## config.mk

```make
export PLATFORM = sky130hd
export DESIGN_NAME = sub16_borrow_skip_pipe
export DESIGN_NICKNAME = d
export VERILOG_FILES = /design/src/rtl/sub16_borrow_skip_pipe.sv
export SDC_FILE = /design/constraint.sdc
export NUM_CORES = 1
export LEC_CHECK = 0
export ABC_AREA = 1
export BUFFER_PORTS_ARGS = -buffer_cell sky130_fd_sc_hd__buf_2
export CAP_MARGIN = 20
export CORE_MARGIN = 5
export CORE_UTILIZATION = 42
export DETAILED_ROUTE_END_ITERATION = 6
export GPL_ROUTABILITY_DRIVEN = 0
export GPL_TIMING_DRIVEN = 0
export PLACE_DENSITY = 0.73
export REMOVE_ABC_BUFFERS = 1
export SKIP_LAST_GASP = 1
export SLEW_MARGIN = 40
export SYNTH_ARGS = -nofsm -noshare
export SYNTH_HDL_FRONTEND = slang
export SYNTH_SLANG_ARGS = --single-unit
```

## constraint.sdc

```tcl
create_clock -name clk -period 2.87 [get_ports clk]
set_clock_uncertainty 0.05 [all_clocks]
set_input_delay 0 -clock clk [delete_from_list [all_inputs] [get_ports clk]]
set_output_delay 0 -clock clk [all_outputs]
set_load 0.1 [all_outputs]
```

## src/rtl/sub16_borrow_skip_pipe.sv

```systemverilog
// Four-stage pipelined 16-bit borrow-skip subtractor: diff = a - b - bin.
// One 4-bit borrow-skip block per stage, with a global valid/ready stall.
module sub16_borrow_skip_pipe (
  input  logic        clk,
  input  logic        rst,
  input  logic [15:0] a,
  input  logic [15:0] b,
  input  logic        bin,
  input  logic        in_valid,
  output logic        in_ready,
  output logic [15:0] diff,
  output logic        bout,
  output logic        ovf,
  output logic        out_valid,
  input  logic        out_ready
);

  localparam int unsigned W  = 16;
  localparam int unsigned BW = 4;

  // 4-bit block: ripple borrow for the diff bits, skip mux for the block borrow-out.
  function automatic logic [BW:0] blk(input logic [BW-1:0] x, input logic [BW-1:0] y,
                                      input logic bi);
    logic [BW:0]   br;
    logic [BW-1:0] p;
    logic [BW-1:0] g;
    logic [BW-1:0] d;
    br[0] = bi;
    for (int i = 0; i < int'(BW); i++) begin
      p[i]    = ~(x[i] ^ y[i]);
      g[i]    = ~x[i] & y[i];
      d[i]    = x[i] ^ y[i] ^ br[i];
      br[i+1] = g[i] | (p[i] & br[i]);
    end
    return {((&p) ? bi : br[BW]), d};
  endfunction

  logic              adv;
  logic [BW:0]       r0, r1, r2, r3;
  logic              ovf_nx;

  logic              s0_v, s0_br, s0_a15, s0_b15;
  logic [BW-1:0]     s0_d;
  logic [W-1:BW]     s0_a, s0_b;

  logic              s1_v, s1_br, s1_a15, s1_b15;
  logic [2*BW-1:0]   s1_d;
  logic [W-1:2*BW]   s1_a, s1_b;

  logic              s2_v, s2_br, s2_a15, s2_b15;
  logic [3*BW-1:0]   s2_d;
  logic [W-1:3*BW]   s2_a, s2_b;

  assign adv      = !out_valid || out_ready;
  assign in_ready = adv;

  assign r0 = blk(a[BW-1:0], b[BW-1:0], bin);
  assign r1 = blk(s0_a[2*BW-1:BW], s0_b[2*BW-1:BW], s0_br);
  assign r2 = blk(s1_a[3*BW-1:2*BW], s1_b[3*BW-1:2*BW], s1_br);
  assign r3 = blk(s2_a[W-1:3*BW], s2_b[W-1:3*BW], s2_br);

  assign ovf_nx = (s2_a15 != s2_b15) && (r3[BW-1] != s2_a15);

  // Pipeline registers: whole pipe shifts together on adv, holds otherwise.
  always_ff @(posedge clk) begin
    if (rst) begin
      s0_v <= 1'b0; s0_br <= 1'b0; s0_a15 <= 1'b0; s0_b15 <= 1'b0;
      s0_d <= '0;   s0_a <= '0;    s0_b <= '0;
      s1_v <= 1'b0; s1_br <= 1'b0; s1_a15 <= 1'b0; s1_b15 <= 1'b0;
      s1_d <= '0;   s1_a <= '0;    s1_b <= '0;
      s2_v <= 1'b0; s2_br <= 1'b0; s2_a15 <= 1'b0; s2_b15 <= 1'b0;
      s2_d <= '0;   s2_a <= '0;    s2_b <= '0;
      out_valid <= 1'b0;
      diff      <= '0;
      bout      <= 1'b0;
      ovf       <= 1'b0;
    end else if (adv) begin
      s0_v <= in_valid;
      // Operands are sampled only on an accepting edge.
      if (in_valid) begin
        s0_d   <= r0[BW-1:0];
        s0_br  <= r0[BW];
        s0_a   <= a[W-1:BW];
        s0_b   <= b[W-1:BW];
        s0_a15 <= a[W-1];
        s0_b15 <= b[W-1];
      end

      s1_v   <= s0_v;
      s1_d   <= {r1[BW-1:0], s0_d};
      s1_br  <= r1[BW];
      s1_a   <= s0_a[W-1:2*BW];
      s1_b   <= s0_b[W-1:2*BW];
      s1_a15 <= s0_a15;
      s1_b15 <= s0_b15;

      s2_v   <= s1_v;
      s2_d   <= {r2[BW-1:0], s1_d};
      s2_br  <= r2[BW];
      s2_a   <= s1_a[W-1:3*BW];
      s2_b   <= s1_b[W-1:3*BW];
      s2_a15 <= s1_a15;
      s2_b15 <= s1_b15;

      out_valid <= s2_v;
      diff      <= {r3[BW-1:0], s2_d};
      bout      <= r3[BW];
      ovf       <= ovf_nx;
    end
  end

endmodule

```

# == Word level (Yosys, flattened, before mapping) ==
# Cells that the tools add are included.
# word_totals
register_bits,103
wordCells,151
input_bits,37
out_inout_bits,20
# classes
reduce_logical,8
eq_ne,2
bitwise_logic,112
mux,4
# ops
operator,count
bitwise AND 1 bit,32
inverter 1 bit,32
bitwise XOR 1 bit,32
OR 1 bit,16
AND reduction 4 bit,4
two-way mux 1 bit,4
inequality test 1 bit,2
AND reduction 2 bit,1
logical AND 1 bit,1
zero test 1 bit,1
logical OR 1 bit,1

# == Depth between registers and ports, before layout ==
# logic_depth
depth_word,11
ltp_mapped,11
ltp_nobuf,11

# == Least setup slack after synthesis ==
# Ideal clock, no wire load.
# synth_timing
kind,register to register
from,register s2_br
to,register ovf
setup_time_ns,0.126
synth_period_minus_slack_ns,2.202
slack_ns,0.668
path_stages_with_launch,12
t_arrival_ns,2.026
required_ns,2.694
cell_sequence,dfxtp_1 -> inv_1 -> fa_1 -> inv_1 -> fa_1 -> fa_1 -> inv_1 -> fa_1 -> inv_1 -> a21oi_1 -> o21ai_0 -> a21oi_1
# synth_between
elab_chain_cells,9
# synth_lines
item,line,rtl
start: declaration,50,"logic s2_v, s2_br, s2_a15, s2_b15;"
start signal: assignment,99,s2_br <= r2[BW];
bitwise AND 1 bit,33,br[i+1] = g[i] | (p[i] & br[i]);
OR 1 bit,33,
bitwise AND 1 bit,33,
OR 1 bit,33,
bitwise AND 1 bit,33,
OR 1 bit,33,
bitwise XOR 1 bit,32,d[i] = x[i] ^ y[i] ^ br[i];
net r3[3],39,"logic [BW:0] r0, r1, r2, r3;"
inequality test 1 bit,62,assign ovf_nx = (s2_a15 != s2_b15) && (r3[BW-1] != s2_a15);
logical AND 1 bit,62,
end signal: assignment,108,ovf <= ovf_nx;
end: declaration,13,"output logic ovf,"
# The timed path passes the listed nets, and every way through them passes these cells.
# A chain may end at the register's enable or synchronous reset.

# == Worst setup path in the final report ==
# Same ends and word-level chain as after synthesis.

==> results.md <==
- Status: completed
- Final hold slack: ~0.023 ns
- Final setup TNS: 0 ns
- Pre-Repair DR Iteration Count: 4
- RSZ-0062 raised after global routing: no
- Die footprint: approximately 12000 sq um
- Clock Tree Buf Depth: 2
- Clk_lat worst skew: ~0.35 ns
- # fillers: 976
- Initial antenna violation count: 0
- Top cells by area, synth: dfxtp_1 47%, nor2_1 12%, o21ai_0 9.0%, fa_1 7.8%, ha_1 4.9%
- Largest net degree at the start of global routing: 95
- Row Count: 36
- Die Width: roughly 110 microns
- Core area: between 9000 and 10000 sq um
- IO Port Bufs: between 50 and 60
- Clock transition at path regs: 0.09 ns
- Max-slew violation count: 0
- Detailed router's first-iteration violation count: 77
- Detailed-route vias per instance: ~4.6
- N_diodes: 0
- Gr usage total: between 10% and 20%
- DRC: 0
- Register area share after synthesis: about 47%
- Cell Area, Synth: around 4100 sq um
- Cells after Synth: between 400 and 500
- Least-Margin Pin Slew: ~0.72 ns
- Area of the multi-input gates: around 1800 sq um
- Average size of a mapped cell: about 8.5 sq um
- Area Overhead vs Synth: 19.0%
- Relative slew margins: 51.8%
- EDFF count, synth: 0
- H-tree levels: 3
- CP Launch Type: flop
- Vias in the first global route: 3099
- Routed WL: 7880 microns
- Crit path DAT: around 2.5 ns
- Avg WL per Cell: 11.4 microns
- Most common cell in the netlist: nor2_1
- Post-detail-place hpwl: about 4900 microns
- Pwr dens: between 600 and 700 nW/um^2
- Unique masters post-synth: 21
- Final ANT Viol Nets: 0
- Max Clock Freq: between 400 and 500 MHz
- Commonest cells post-synth: 129 x nor2_1, 97 x dfxtp_1, 74 x o21ai_0, 40 x inv_1, 31 x a21oi_1
- CTS Buf Count: 9
- Max Cap Viol: 0
- Maximum VDD drop: between 0.0002 and 0.0003 V
- Clk sink count: 97
- CP Class: flop to flop
- CP Max Fanout: 3
- Number of synthesized register bits: 97
- GR Overflow Total: 0
- Worst path required time: a little over 3 ns
- Ports: between 50 and 60
- CTS tree: yes
- Share of the synthesized area in the top cell type: between 40 and 50%
- Crit share post-route: approximately 82%
- Nets: approximately 620
- First-pass GRT wire length: 13600 microns
- Height of the chip: roughly 110 microns
- Initial Utilization: 42.5%
- Final setup viols: 0
- Yosys top cell by area: dfxtp_1
- Final hold viol count: 0
- Post-synth ARST share: 0%
- Period minus WS final: approximately 2.4 ns
- Fraction of layout cells with a size suffix above 1: approximately 14%
- Min-delay worst type: primary input to flop
- Register area: between 1500 and 2000 sq um
- Leak: roughly 2.2 nW
- Setup crit end kind: flop
- Vias: around 3.2k
- Resized cells post-CTS: 0
- Synth Flop Type: dfxtp_1
- CTS Root Cell: clkbuf_8
- Synth Warn #: 0
[metal layers]
metal,vias to the layer above,track usage (%),wire [microns]
met1,1454,17.4,3670
met3,11,3.14,325
met2,53,25.0,3790
met5,-,0,0
met4,0,5.23,103
li1,1671,-,-
[flip-flops by register name (all words and copies together), names as in the netlist, 3 cells and up]
register and cells:
s0_d 4, s2_a 3, s2_d 12, s0_a 11, diff 16, s1_b 7, s2_b 3, s1_a 7
s0_b 11, s1_d 8
[metrics by stage]
stage	area [sq um]	util, %	std cells	power [mW]	setup slack, ns
2_1_floorplan	3900	-	456	2.00	0.296
3_3_place_gp	4350	45.1	645	2.12	0.528
3_5_place_dp	4380	45.4	647	2.14	0.495
4_1_cts	4880	50.6	691	3.14	0.485
5_1_grt	4880	50.6	691	3.27	0.340
6_report	4880	50.6	691	3.09	0.516
[cell families after synthesis]
family          Yosys count  synth area share [%]
buf+inv                  73                  8.94
simple gates            150                  14.4
flops                    97                  47.4
compound gates          133                  16.6
fa+ha+maj                32                  12.7
[path summary, 6_finish.rpt]
| kind | cells after the start | endpoint | from | slack (ns) |
|---|---|---|---|---|
| hold reg to reg | 2 | s0_br$_SDFFE_PP0P_ | s0_br$_SDFFE_PP0P_ | 0.42 |
| hold / removal | 5 | s0_br$_SDFFE_PP0P_ | bin | 0.02 |
| setup / recovery | 11 | ovf$_SDFFE_PP0N_ | s2_br$_SDFFE_PP0N_ | 0.52 |
| setup reg to reg | 11 | ovf$_SDFFE_PP0N_ | s2_br$_SDFFE_PP0N_ | 0.52 |
[worst max-delay path, cell delays in order (launching register included)]
cell and delay [ns]:
dfxtp_1 0.32, inv_1 0.10, fa_1 0.18, inv_1 0.05
fa_1 0.38, fa_1 0.36, inv_1 0.08, fa_1 0.41
inv_1 0.10, a21oi_1 0.07, o21ai_0 0.07, a21oi_1 0.08
[cells in the final DEF (no fill, tap or decap), drive strengths merged]
cell and instances:
bufinv 2, o21bai 6, a21oi 31, clkinvlp 1
o21ai 96, buf 58, nand2 16, clkinv 2
ha 16, dfxtp 97, nor3 3, nand3 1
inv 45, fa 16, nor2 130, clkbuf 10
dlygate4sd3 28
[area by class of cell]
class	count	area share [%]
inverters	44	3.49
repair buffers	86	12.1
well taps	133	3.41
clock inverters	6	1.85
clock buffers	10	2.62
multi-input cells	315	36.7
flip-flops and latches	97	39.8
[power by group]
group	switching (mW)	total, mW	internal (mW)
Sequential	0.0570	1.52	1.46
Combinational	0.416	0.611	0.195
Clock	0.463	0.957	0.494
Total	0.936	3.09	2.15
[repair_timing]
action,in CTS,in global routing
hold buffers,28,0
endpoints found under the hold margin,34,0
setup endpoints to repair,0,0
buffers inserted,0,0
Note: power is estimated with default switching activity, not from simulation.
